File: src/rtl/multicycle_controller.sv
// multicycle_controller: control FSM sequencing the shared multicycle RV32I datapath.
// Define INSTRET_COUNTER_EN to add the 32-bit retired-instruction counter output instret.
module multicycle_controller #(
  parameter logic [3:0] RESET_STATE = 4'd0
) (
  input  logic       clk,
  input  logic       reset,
  input  logic [6:0] opcode,
  input  logic [2:0] funct3,
  input  logic       funct7b5,
  input  logic       zero,
  input  logic       mem_ready,
  output logic       pc_write,
  output logic       adr_src,
  output logic       mem_read,
  output logic       mem_write,
  output logic       ir_write,
  output logic       reg_write,
  output logic [1:0] result_src,
  output logic [1:0] alu_src_a,
  output logic [1:0] alu_src_b,
  output logic [1:0] imm_src,
  output logic       alu_op,
  output logic [2:0] alu_control,
  output logic       illegal_instr
`ifdef INSTRET_COUNTER_EN
  ,
  output logic [31:0] instret
`endif
);
  typedef enum logic [3:0] {
    FETCH, DECODE, MEMADR, MEMREAD, MEMWB, MEMWRITE, EXECUTER, EXECUTEI, ALUWB, BRANCH, JAL
  } state_t;
  localparam logic [6:0] OP_LOAD = 7'b0000011;
  localparam logic [6:0] OP_STORE = 7'b0100011;
  localparam logic [6:0] OP_R = 7'b0110011;
  localparam logic [6:0] OP_I = 7'b0010011;
  localparam logic [6:0] OP_BRANCH = 7'b1100011;
  localparam logic [6:0] OP_JAL = 7'b1101111;
  localparam logic [2:0] ALU_ADD = 3'b000;
  localparam logic [2:0] ALU_SUB = 3'b001;
  localparam logic [2:0] ALU_AND = 3'b010;
  localparam logic [2:0] ALU_OR = 3'b011;
  localparam logic [2:0] ALU_SLT = 3'b101;
  state_t state_q, state_d;
  logic arith_f3_ok;
  logic [2:0] arith_ctl;
  always_comb begin
    arith_f3_ok = funct3 inside {3'b000, 3'b010, 3'b110, 3'b111};
    arith_ctl = funct3 == 3'b010 ? ALU_SLT :
                funct3 == 3'b110 ? ALU_OR :
                funct3 == 3'b111 ? ALU_AND :
                (funct7b5 && state_q == EXECUTER) ? ALU_SUB : ALU_ADD;
  end
  always_comb begin
    state_d = state_q;
    {pc_write, adr_src, mem_read, mem_write, ir_write, reg_write, result_src,
     alu_src_a, alu_src_b, imm_src, alu_op, alu_control, illegal_instr} = '0;
    case (state_q)
      FETCH: begin
        mem_read = 1'b1;
        alu_src_b = 2'b10;
        result_src = 2'b10;
        ir_write = mem_ready;
        pc_write = mem_ready;
        state_d = mem_ready ? DECODE : FETCH;
      end
      DECODE: begin
        alu_src_a = 2'b01;
        alu_src_b = 2'b01;
        imm_src = 2'b10;
        case (opcode)
          OP_LOAD, OP_STORE: state_d = MEMADR;
          OP_R: state_d = arith_f3_ok ? EXECUTER : FETCH;
          OP_I: state_d = arith_f3_ok ? EXECUTEI : FETCH;
          OP_BRANCH: state_d = funct3[2:1] == 2'b01 ? FETCH : BRANCH;
          OP_JAL: state_d = JAL;
          default: state_d = FETCH;
        endcase
        // every decodable instruction leaves DECODE for a work state
        illegal_instr = state_d == FETCH;
      end
      MEMADR: begin
        alu_src_a = 2'b10;
        alu_src_b = 2'b01;
        imm_src = opcode[5] ? 2'b01 : 2'b00;
        state_d = opcode[5] ? MEMWRITE : MEMREAD;
      end
      MEMREAD: begin
        mem_read = 1'b1;
        adr_src = 1'b1;
        state_d = mem_ready ? MEMWB : MEMREAD;
      end
      MEMWB: begin
        result_src = 2'b01;
        reg_write = 1'b1;
        state_d = FETCH;
      end
      MEMWRITE: begin
        mem_write = 1'b1;
        adr_src = 1'b1;
        state_d = mem_ready ? FETCH : MEMWRITE;
      end
      EXECUTER: begin
        alu_src_a = 2'b10;
        alu_control = arith_ctl;
        state_d = ALUWB;
      end
      EXECUTEI: begin
        alu_src_a = 2'b10;
        alu_src_b = 2'b01;
        alu_control = arith_ctl;
        state_d = ALUWB;
      end
      ALUWB: begin
        reg_write = 1'b1;
        state_d = FETCH;
      end
      BRANCH: begin
        // compare-mode ALU yields 1 when the condition holds, so taken means zero low
        alu_src_a = 2'b10;
        alu_op = 1'b1;
        alu_control = funct3;
        pc_write = ~zero;
        state_d = FETCH;
      end
      JAL: begin
        alu_src_a = 2'b01;
        alu_src_b = 2'b10;
        pc_write = 1'b1;
        state_d = ALUWB;
      end
      default: state_d = FETCH;
    endcase
    if (reset)
      {pc_write, adr_src, mem_read, mem_write, ir_write, reg_write, result_src,
       alu_src_a, alu_src_b, imm_src, alu_op, alu_control, illegal_instr} = '0;
  end
  always_ff @(posedge clk or posedge reset)
    if (reset) state_q <= state_t'(RESET_STATE);
    else state_q <= state_d;
`ifdef INSTRET_COUNTER_EN
  logic [31:0] instret_q, instret_d;
  logic retire;
  always_comb begin
    retire = state_q inside {ALUWB, MEMWB, BRANCH} || (state_q == MEMWRITE && mem_ready);
    instret_d = instret_q + {31'd0, retire};
  end
  always_ff @(posedge clk or posedge reset)
    if (reset) instret_q <= '0;
    else instret_q <= instret_d;
  assign instret = instret_q;
`endif
endmodule

File: config.mk
export PLATFORM = sky130hd
export DESIGN_NAME = multicycle_controller
export DESIGN_NICKNAME = d
export VERILOG_FILES = /design/src/rtl/multicycle_controller.sv
export SDC_FILE = /design/constraint.sdc
export NUM_CORES = 1
export LEC_CHECK = 0
export ABC_CLOCK_PERIOD_IN_PS = 3480
export BUFFER_PORTS_ARGS = -buffer_cell sky130_fd_sc_hd__buf_2
export CAP_MARGIN = 25
export CORE_MARGIN = 1.5
export CORE_UTILIZATION = 40
export DETAILED_ROUTE_END_ITERATION = 16
export PLACE_DENSITY = 0.72
export SKIP_CTS_REPAIR_TIMING = 1
export SYNTH_ARGS = -nofsm -noshare
export SYNTH_HDL_FRONTEND = slang
export SYNTH_SLANG_ARGS = --single-unit
File: constraint.sdc
create_clock -name clk -period 3.48 [get_ports clk]
set_clock_uncertainty 0.2 [all_clocks]
set_input_delay 0.348 -clock clk [delete_from_list [all_inputs] [get_ports clk]]
set_output_delay 0.348 -clock clk [all_outputs]
set_load 0.02 [all_outputs]
# Word level (Yosys, flattened, before mapping)
# Cells that the tools add are included.
dict set report word_totals {
  register_bits 4
  in_bits 15
  out_inout_bits 19
}
dict set report classes {
  n_eq_ne 20
  muxes 41
  bitwise 1
  reduce_logical 15
}
# cell n
set ops {}
lappend ops {{4-bit one-hot mux with 6 select lines} 1}
lappend ops {{3-bit 2-to-1 mux} 7}
lappend ops {{4-bit one-hot mux with 5 select lines} 1}
lappend ops {{1-bit 2-to-1 mux} 18}
lappend ops {{4-bit by 3-bit equality test with 1-bit output, second input constant} 4}
lappend ops {{2-bit one-hot mux with 2 select lines} 4}
lappend ops {{7-bit by 6-bit equality test with 1-bit output, second input constant} 2}
lappend ops {{7-bit equality test, second input constant} 2}
lappend ops {{2-bit OR reduction} 7}
lappend ops {{4-bit equality test, second input constant} 3}
lappend ops {{2-bit 2-to-1 mux} 6}
lappend ops {{4-bit by 2-bit equality test with 1-bit output, second input constant} 2}
lappend ops {{4-bit zero test} 2}
lappend ops {{4-bit 2-to-1 mux} 2}
lappend ops {{7-bit by 2-bit equality test with 1-bit output, second input constant} 1}
lappend ops {{7-bit by 5-bit equality test with 1-bit output, second input constant} 1}
lappend ops {{3-bit equality test, second input constant} 2}
lappend ops {{3-bit one-hot mux with 2 select lines} 1}
lappend ops {{3-bit OR reduction} 2}
lappend ops {{4-bit by 1-bit equality test with 1-bit output, second input constant} 1}
lappend ops {{4-bit nonzero test} 1}
lappend ops {{4-bit OR reduction} 1}
lappend ops {{3-bit by 2-bit equality test with 1-bit output, second input constant} 1}
lappend ops {{3-bit zero test} 1}
lappend ops {{4 further kinds} 4}

# Depth between registers and ports, before layout
# Gate-level depths: netlist of the first run.
dict set report depth {
  ltp_word 8
  depth_mapped 5
  ltp_nobuf 4
}

# Worst setup path before layout of the first run
# OpenSTA, ideal clock, no wires.
dict set report synth_timing {
  kind {reg-to-output}
  start {register state_q[3]}
  end {output illegal_instr}
  arrival_ps 1418
  t_required_ps 2932
  setup_slack_ps 1514
  path_stages_with_launch 6
  path_buffers 1
  path_cell_list {dfrtp_1 buf_4 nor2_1 nand2_1 nor2_1 and3b_1}
}
dict set report synth_between {
  elab_chain_len 3
}
# element line
set synth_rtl {}
lappend synth_rtl {{start: declaration} 45} ;# state_t state_q, state_d;
lappend synth_rtl {{start signal: assignment} 140} ;# if (reset) state_q <= state_t'(RESET_STATE);
lappend synth_rtl {{start signal: assignment} 141} ;# else state_q <= state_d;
lappend synth_rtl {{4-bit by 1-bit equality test with 1-bit output} 59} ;# case (state_q)
lappend synth_rtl {{1-bit 2-to-1 mux} 59}
lappend synth_rtl {{1-bit 2-to-1 mux} 135} ;# if (reset)
lappend synth_rtl {{end: declaration} 25} ;# output logic illegal_instr
# No other way between the ends.

# Worst setup path in the final report of the first run
dict set report layout_timing {
  start {register state_q[3]}
  end {output alu_control[0]}
}
dict set report layout_between {
  elab_chain_len 8
  elab_cells_between_ends 11
  classes_between {3 x eq/ne; 6 x mux; 2 x reduce/logical}
}
# element line
set layout_rtl {}
lappend layout_rtl {{4-bit by 3-bit equality test with 1-bit output} {53, 59}}
lappend layout_rtl {{1-bit logical AND} 53} ;# (funct7b5 && state_q == EXECUTER) ? ALU_SUB : ALU_ADD;
lappend layout_rtl {{1-bit 2-to-1 mux} 53}
lappend layout_rtl {{2-bit 2-to-1 mux} 52} ;# funct3 == 3'b111 ? ALU_AND :
lappend layout_rtl {{2-bit 2-to-1 mux} 51} ;# funct3 == 3'b110 ? ALU_OR :
lappend layout_rtl {{3-bit 2-to-1 mux} 50} ;# arith_ctl = funct3 == 3'b010 ? ALU_SLT :
lappend layout_rtl {{3-bit one-hot mux with 2 select lines *} 59}
lappend layout_rtl {{3-bit 2-to-1 mux *} 135}
lappend layout_rtl {{end: declaration} 24} ;# output logic [2:0] alu_control,
# Mark *: on every way between the ends. The rest lies on a longest branch, timed or not.

==> results of run 1 <==
-- cell families after synthesis --
family                    synth area share
buffers and inverters                0.104
and+or+nand+nor                      0.448
DFF                                  0.149
AOI/OAI and AO/OA                    0.244
xor gates and xnor gates            0.0390
muxes                               0.0167
-- cells in the mapped netlist, types with 3 or more instances --
cell      instances  share of area
nor2_1            9          0.050
a21oi_1           5          0.037
dfrtp_1           4           0.15
buf_4             3          0.033
nand2b_1          5          0.046
nor3_1            5          0.037
nand2_1           7          0.039
o21ai_0           6          0.045
inv_1             5          0.028
-- power by group through the flow --
stage | logic, uW | registers [uW] | clock network [uW]
after global routing | 77.8 | 55.4 | 61.2
after global placement | 68.4 | 54.7 | 0
final | 70.3 | 54.5 | 58.2
after floorplan | 51.4 | 50.3 | 0
after CTS | 70.0 | 54.6 | 60.6
after detailed placement | 69.7 | 55.2 | 0
-- how the worst max path moves through the flow --
stage,to,slack (ps),cells past startpoint
after floorplan,illegal_instr,1510,5
after global placement,alu_control[0],1400,5
after detailed placement,alu_control[0],1350,5
after CTS,alu_control[0],1090,5
after global routing,alu_control[0],990,5
final,alu_control[0],1080,5
-- layout make-up --
class	instances	share of cell area
clock buffers	3	0.0266
repair buffers	34	0.207
flip-flops and latches	4	0.118
well taps	16	0.0236
multi-input cells	75	0.594
inverters	7	0.0310
-- worst max-delay path: stages, from the launching register on --
cell and delay, ps:
dfrtp_1 700, nand2b_4 280, nor2_1 50, a31o_2 240, a22o_1 180, buf_2 150
-- metrics by stage --
stage | utilization | total power (uW) | instance area, sq um | std cells
4_1_cts | 0.543 | 185 | 837 | 138
3_3_place_gp | 0.528 | 123 | 815 | 135
5_1_grt | 0.550 | 194 | 847 | 139
2_1_floorplan | - | 102 | 673 | 92
3_5_place_dp | 0.528 | 125 | 815 | 135
6_report | 0.550 | 183 | 847 | 139
-- metal layers --
metal | share of wire | track usage | vias up
met1 | 0.45 | 0.285 | 359
li1 | - | - | 403
met2 | 0.49 | 0.315 | 22
met4 | 0.0073 | 0.0545 | 0
met5 | 0 | 0 | -
met3 | 0.044 | 0.0245 | 2
==> flow_summary_export.csv, run 1 <==
group,metric,value,unit
clock_network,cts.path.max_buffers,2,
global_route,gr-total-overflow,0,
routing,ant_nets,0,
finish,final_cell_mix,"buf_2 (33), nor2_1 (9), nand2_1 (7)",
worst_setup_path,ff2ff_path_depth,4,
power,power_density,216,nW/um^2
global_route,antenna_found_initial,0,
finish,fillers,155,
power,p_switching,67.1,uW
floorplanning,rows,14,
timing,finalSetupTns,0,ps
timing,layout_worst_path_cycle_share,0.689,
worst_setup_path,r2r-start,"state_q[1]",
timing,drv_slew,0,
finish,largest_reg_flops,4,
worst_setup_path,r2r_slack,1730,ps
worst_setup_path,worst_setup_path_start_kind,"flop",
logic_synthesis,async_flop_share,1.00,
worst_setup_path,arrival,1850,ps
worst_hold_path,holdPathStages,2,
timing,rsz0062_at_grt,"false",
routing,wl_per_cell,12.8,um
routing,drc,0,
routing,num_vias,786,
outcome,outcome,"finished, final reports clean",
logic_synthesis,synth_cell_types,41,
power,p_seq_frac,0.298,
floorplanning,coreArea,1540,sq um
finish,multi_input_area,503,sq um
timing,finalSetupViolCount,0,
logic_synthesis,synth_edf_count,0,
routing,vias_per_cell,5.65,
worst_setup_path,startpoint,"state_q[3]",
floorplanning,io_pins,34,
logic_synthesis,ys.flop_type,"dfrtp_1",
logic_synthesis,synth_nets,107,
worst_hold_path,hp-class,"in -> reg",
routing,drt_iter0_drc,22,
finish,nets,140,
placement,dp_hpwl,1.41,mm
timing,max_slew_margin,0.604,
power,swShare,0.367,
floorplanning,die_area,1940,sq um
placement,portBuffers,33,
clock_network,clkLatencyLatePin,240,ps
routing,drtPass1Iterations,4,
worst_setup_path,end_kind,"primary output",
power,leakage,0.000428,uW
clock_network,h-tree-depth,1,
logic_synthesis,netlist_instances,92,
job,drv_cap,0,
timing,worstMarginPinSlew,594,ps
routing,routed_wirelength,1.78,mm
power,clock_power_share,0.318,
global_route,grt_pass1_vias,678,
floorplanning,die_y,44.0,um
worst_setup_path,worstReg2RegEnd,"state_q[2]",
power,ir_drop,268,uV
logic_synthesis,avgSynthCellArea,7.32,sq um
timing,fin_crit,2400,ps
floorplanning,fp.dieW,44.0,um
finish,n_antenna_cell,0,
clock_network,cts.sinks,4,
finish,top_regs,"state_q x4",
global_route,grt_usage,0.199,
clock_network,cts_root_buf,"clkbuf_4",
placement,place_ws,1350,ps
finish,syn_to_final_growth,25.8,%
timing,hold_ws,218,ps
logic_synthesis,syn_area,673,sq um
worst_hold_path,hold_start,"opcode[4]",
logic_synthesis,synth_warnings,0,
global_route,grt_max_degree,18,
floorplanning,initial_utilization,0.437,
clock_network,clk_transition_reported_paths,40,ps
global_route,grt_first_pass_wirelength,2.98,mm
clock_network,tritoncts,"done",
timing,finalHoldViolCount,0,
timing,fin_ws,1080,ps
logic_synthesis,synth-seq-cells,4,
worst_hold_path,hold_path_end,"state_q[2]",
worst_setup_path,critical_path_class,"reg -> out",
finish,top_register,"state_q",
finish,final_common_cell,"buf_2",
clock_network,numCtsBuffers,3,
worst_setup_path,crit_fanout,17,
finish,drive_above_1_share,0.398,
placement,place_congestion,0.801,
timing,max_freq,0.417,GHz
worst_setup_path,cp.required,2930,ps
logic_synthesis,synth_seq_area_share,0.149,
power,p_comb_frac,0.384,
power,p_int,116,uW
finish,seqCellArea,100,sq um
Power figures use the tool's default switching activity.
==> inputs of run 2 (changes only) <==
Settings changed: ABC_CLOCK_PERIOD_IN_PS 3480 to 2200, PLACE_DENSITY 0.72 to 0.74.
Clock period 3.48 ns to 2.2 ns, I/O delays scaled along.
==> run 2 against run 1 <==
Against the previous run:
- first-iteration DRC count is 36% lower
- wire length is 1.9% lower
- design area is 1.2% higher
- die area stayed put
- register-to-register slack worse by 1300 ps
- sequential cell count stayed put
- clock power is 54% higher
- critical path type is now in -> out
==> flow_summary_export.csv, run 2 (synthesis gave the netlist of run 1 again) <==
group,metric,value,unit
power,ir_drop,327,uV
floorplanning,fp.dieW,44.0,um
floorplanning,io_pins,34,
floorplanning,rows,14,
worst_setup_path,critPathMaxStageDelay,530,ps
routing,vias_per_cell,5.50,
worst_setup_path,ff2ff_path_depth,4,
global_route,gr-total-overflow,0,
timing,hold_ws,77.4,ps
finish,final_cell_mix,"buf_2 (33), nor2_1 (9), nand2_1 (7)",
floorplanning,die_area,1940,sq um
floorplanning,initial_utilization,0.437,
routing,wl_per_cell,12.5,um
worst_setup_path,r2r-start,"state_q[1]",
worst_setup_path,worst-path-buf-inv,3,
worst_setup_path,end_kind,"primary output",
clock_network,clk_transition_reported_paths,40,ps
routing,drtPass1Iterations,4,
timing,fin_crit,2090,ps
worst_setup_path,worstReg2RegEnd,"state_q[2]",
finish,final_common_cell,"buf_2",
worst_setup_path,slowest_stage,"dlygate4sd3_1",
finish,syn_to_final_growth,27.3,%
clock_network,cts.path.max_buffers,2,
worst_setup_path,crit_fanout,12,
finish,largest_reg_flops,4,
routing,drc,0,
power,p_comb_frac,0.389,
clock_network,cts.sinks,4,
finish,n_antenna_cell,0,
clock_network,tritoncts,"done",
outcome,outcome,"finished, final reports clean",
worst_setup_path,crit_family,"buffers and inverters",
finish,fillers,156,
finish,nets,141,
global_route,grt_usage,0.191,
global_route,grt_first_pass_wirelength,2.84,mm
finish,seqCellArea,103,sq um
power,clock_power_share,0.312,
clock_network,h-tree-depth,1,
timing,finalHoldViolCount,0,
routing,ant_nets,0,
timing,layout_worst_path_cycle_share,0.948,
timing,worstMarginPinSlew,435,ps
power,p_int,184,uW
worst_setup_path,critical_path_class,"in -> out",
worst_setup_path,cpMostUsedCell,"buf_2",
job,drv_cap,0,
floorplanning,die_y,44.0,um
floorplanning,coreArea,1540,sq um
power,p_seq_frac,0.299,
worst_hold_path,hp-class,"in -> reg",
global_route,antenna_found_initial,0,
timing,rsz0062_at_grt,"false",
routing,drt_iter0_drc,14,
power,leakage,0.000431,uW
routing,num_vias,770,
placement,portBuffers,33,
finish,top_regs,"state_q x4",
clock_network,clkLatencyLatePin,230,ps
timing,finalSetupViolCount,0,
timing,max_slew_margin,0.710,
global_route,grt_max_degree,17,
finish,top_register,"state_q",
power,swShare,0.361,
worst_hold_path,hold_path_end,"state_q[2]",
worst_hold_path,holdPathStages,2,
timing,max_freq,0.479,GHz
worst_setup_path,arrival,1670,ps
routing,routed_wirelength,1.75,mm
power,power_density,336,nW/um^2
placement,place_congestion,0.824,
worst_hold_path,hold_start,"opcode[4]",
timing,drv_slew,0,
placement,dp_hpwl,1.38,mm
clock_network,numCtsBuffers,3,
power,p_switching,104,uW
worst_setup_path,worst_setup_path_start_kind,"input port",
worst_setup_path,crit_path_cell_trace,"dlygate4sd3_1 -> buf_2 -> or3_4 -> nor4_2 -> buf_2",
worst_setup_path,cp.required,1780,ps
clock_network,cts_root_buf,"clkbuf_4",
finish,drive_above_1_share,0.419,
finish,multi_input_area,503,sq um
worst_setup_path,r2r_slack,470,ps
timing,finalSetupTns,0,ps
global_route,grt_pass1_vias,653,
[run 2: cell type report]
| type | instances | area share |
|---|---|---|
| clock buffer | 3 | 0.0263 |
| tap | 16 | 0.0234 |
| timing repair buffer | 35 | 0.213 |
| multi-input combinational | 75 | 0.587 |
| inverter | 7 | 0.0307 |
| sequential | 4 | 0.120 |
[run 2: per-layer routing]
metal  vias up  track usage  wire length (um)  part of all wire
met4         0       0.0788                 0                 0
met3         0            0                57             0.033
met1       355        0.268               833              0.48
li1        399            -                 -                 -
met5         -            0                 0                 0
met2        16        0.312               856              0.49
[run 2: metrics by stage]
stage	utilization	area, sq um	instances	setup slack (ps)	power, uW
global placement	0.533	822	136	328	195
finish	0.556	857	140	114	288
floorplan	-	673	92	362	161
CTS	0.548	845	139	84.2	292
global route	0.556	857	140	0.489	310
detailed placement	0.533	822	136	342	197
[run 2: worst max-delay path by stage]
stage / start / endpoint / slack, ps / depth (start not counted)
CTS: state_q[0] / alu_control[0] / 80 / 5
global placement: state_q[0] / alu_control[0] / 330 / 5
global route: reset / ir_write / 0.5 / 5
detailed placement: state_q[0] / alu_control[0] / 340 / 5
floorplan: state_q[3] / illegal_instr / 360 / 5
finish: reset / ir_write / 110 / 5
[run 2: power by group through the flow]
stage               registers [uW]  clock network, uW  logic (uW)
finish                        85.9               89.9         112
detailed placement            86.3                  0         111
floorplan                     79.6                  0        81.4
global route                  87.0               99.2         124
CTS                           85.4               96.2         111
global placement              86.3                  0         109
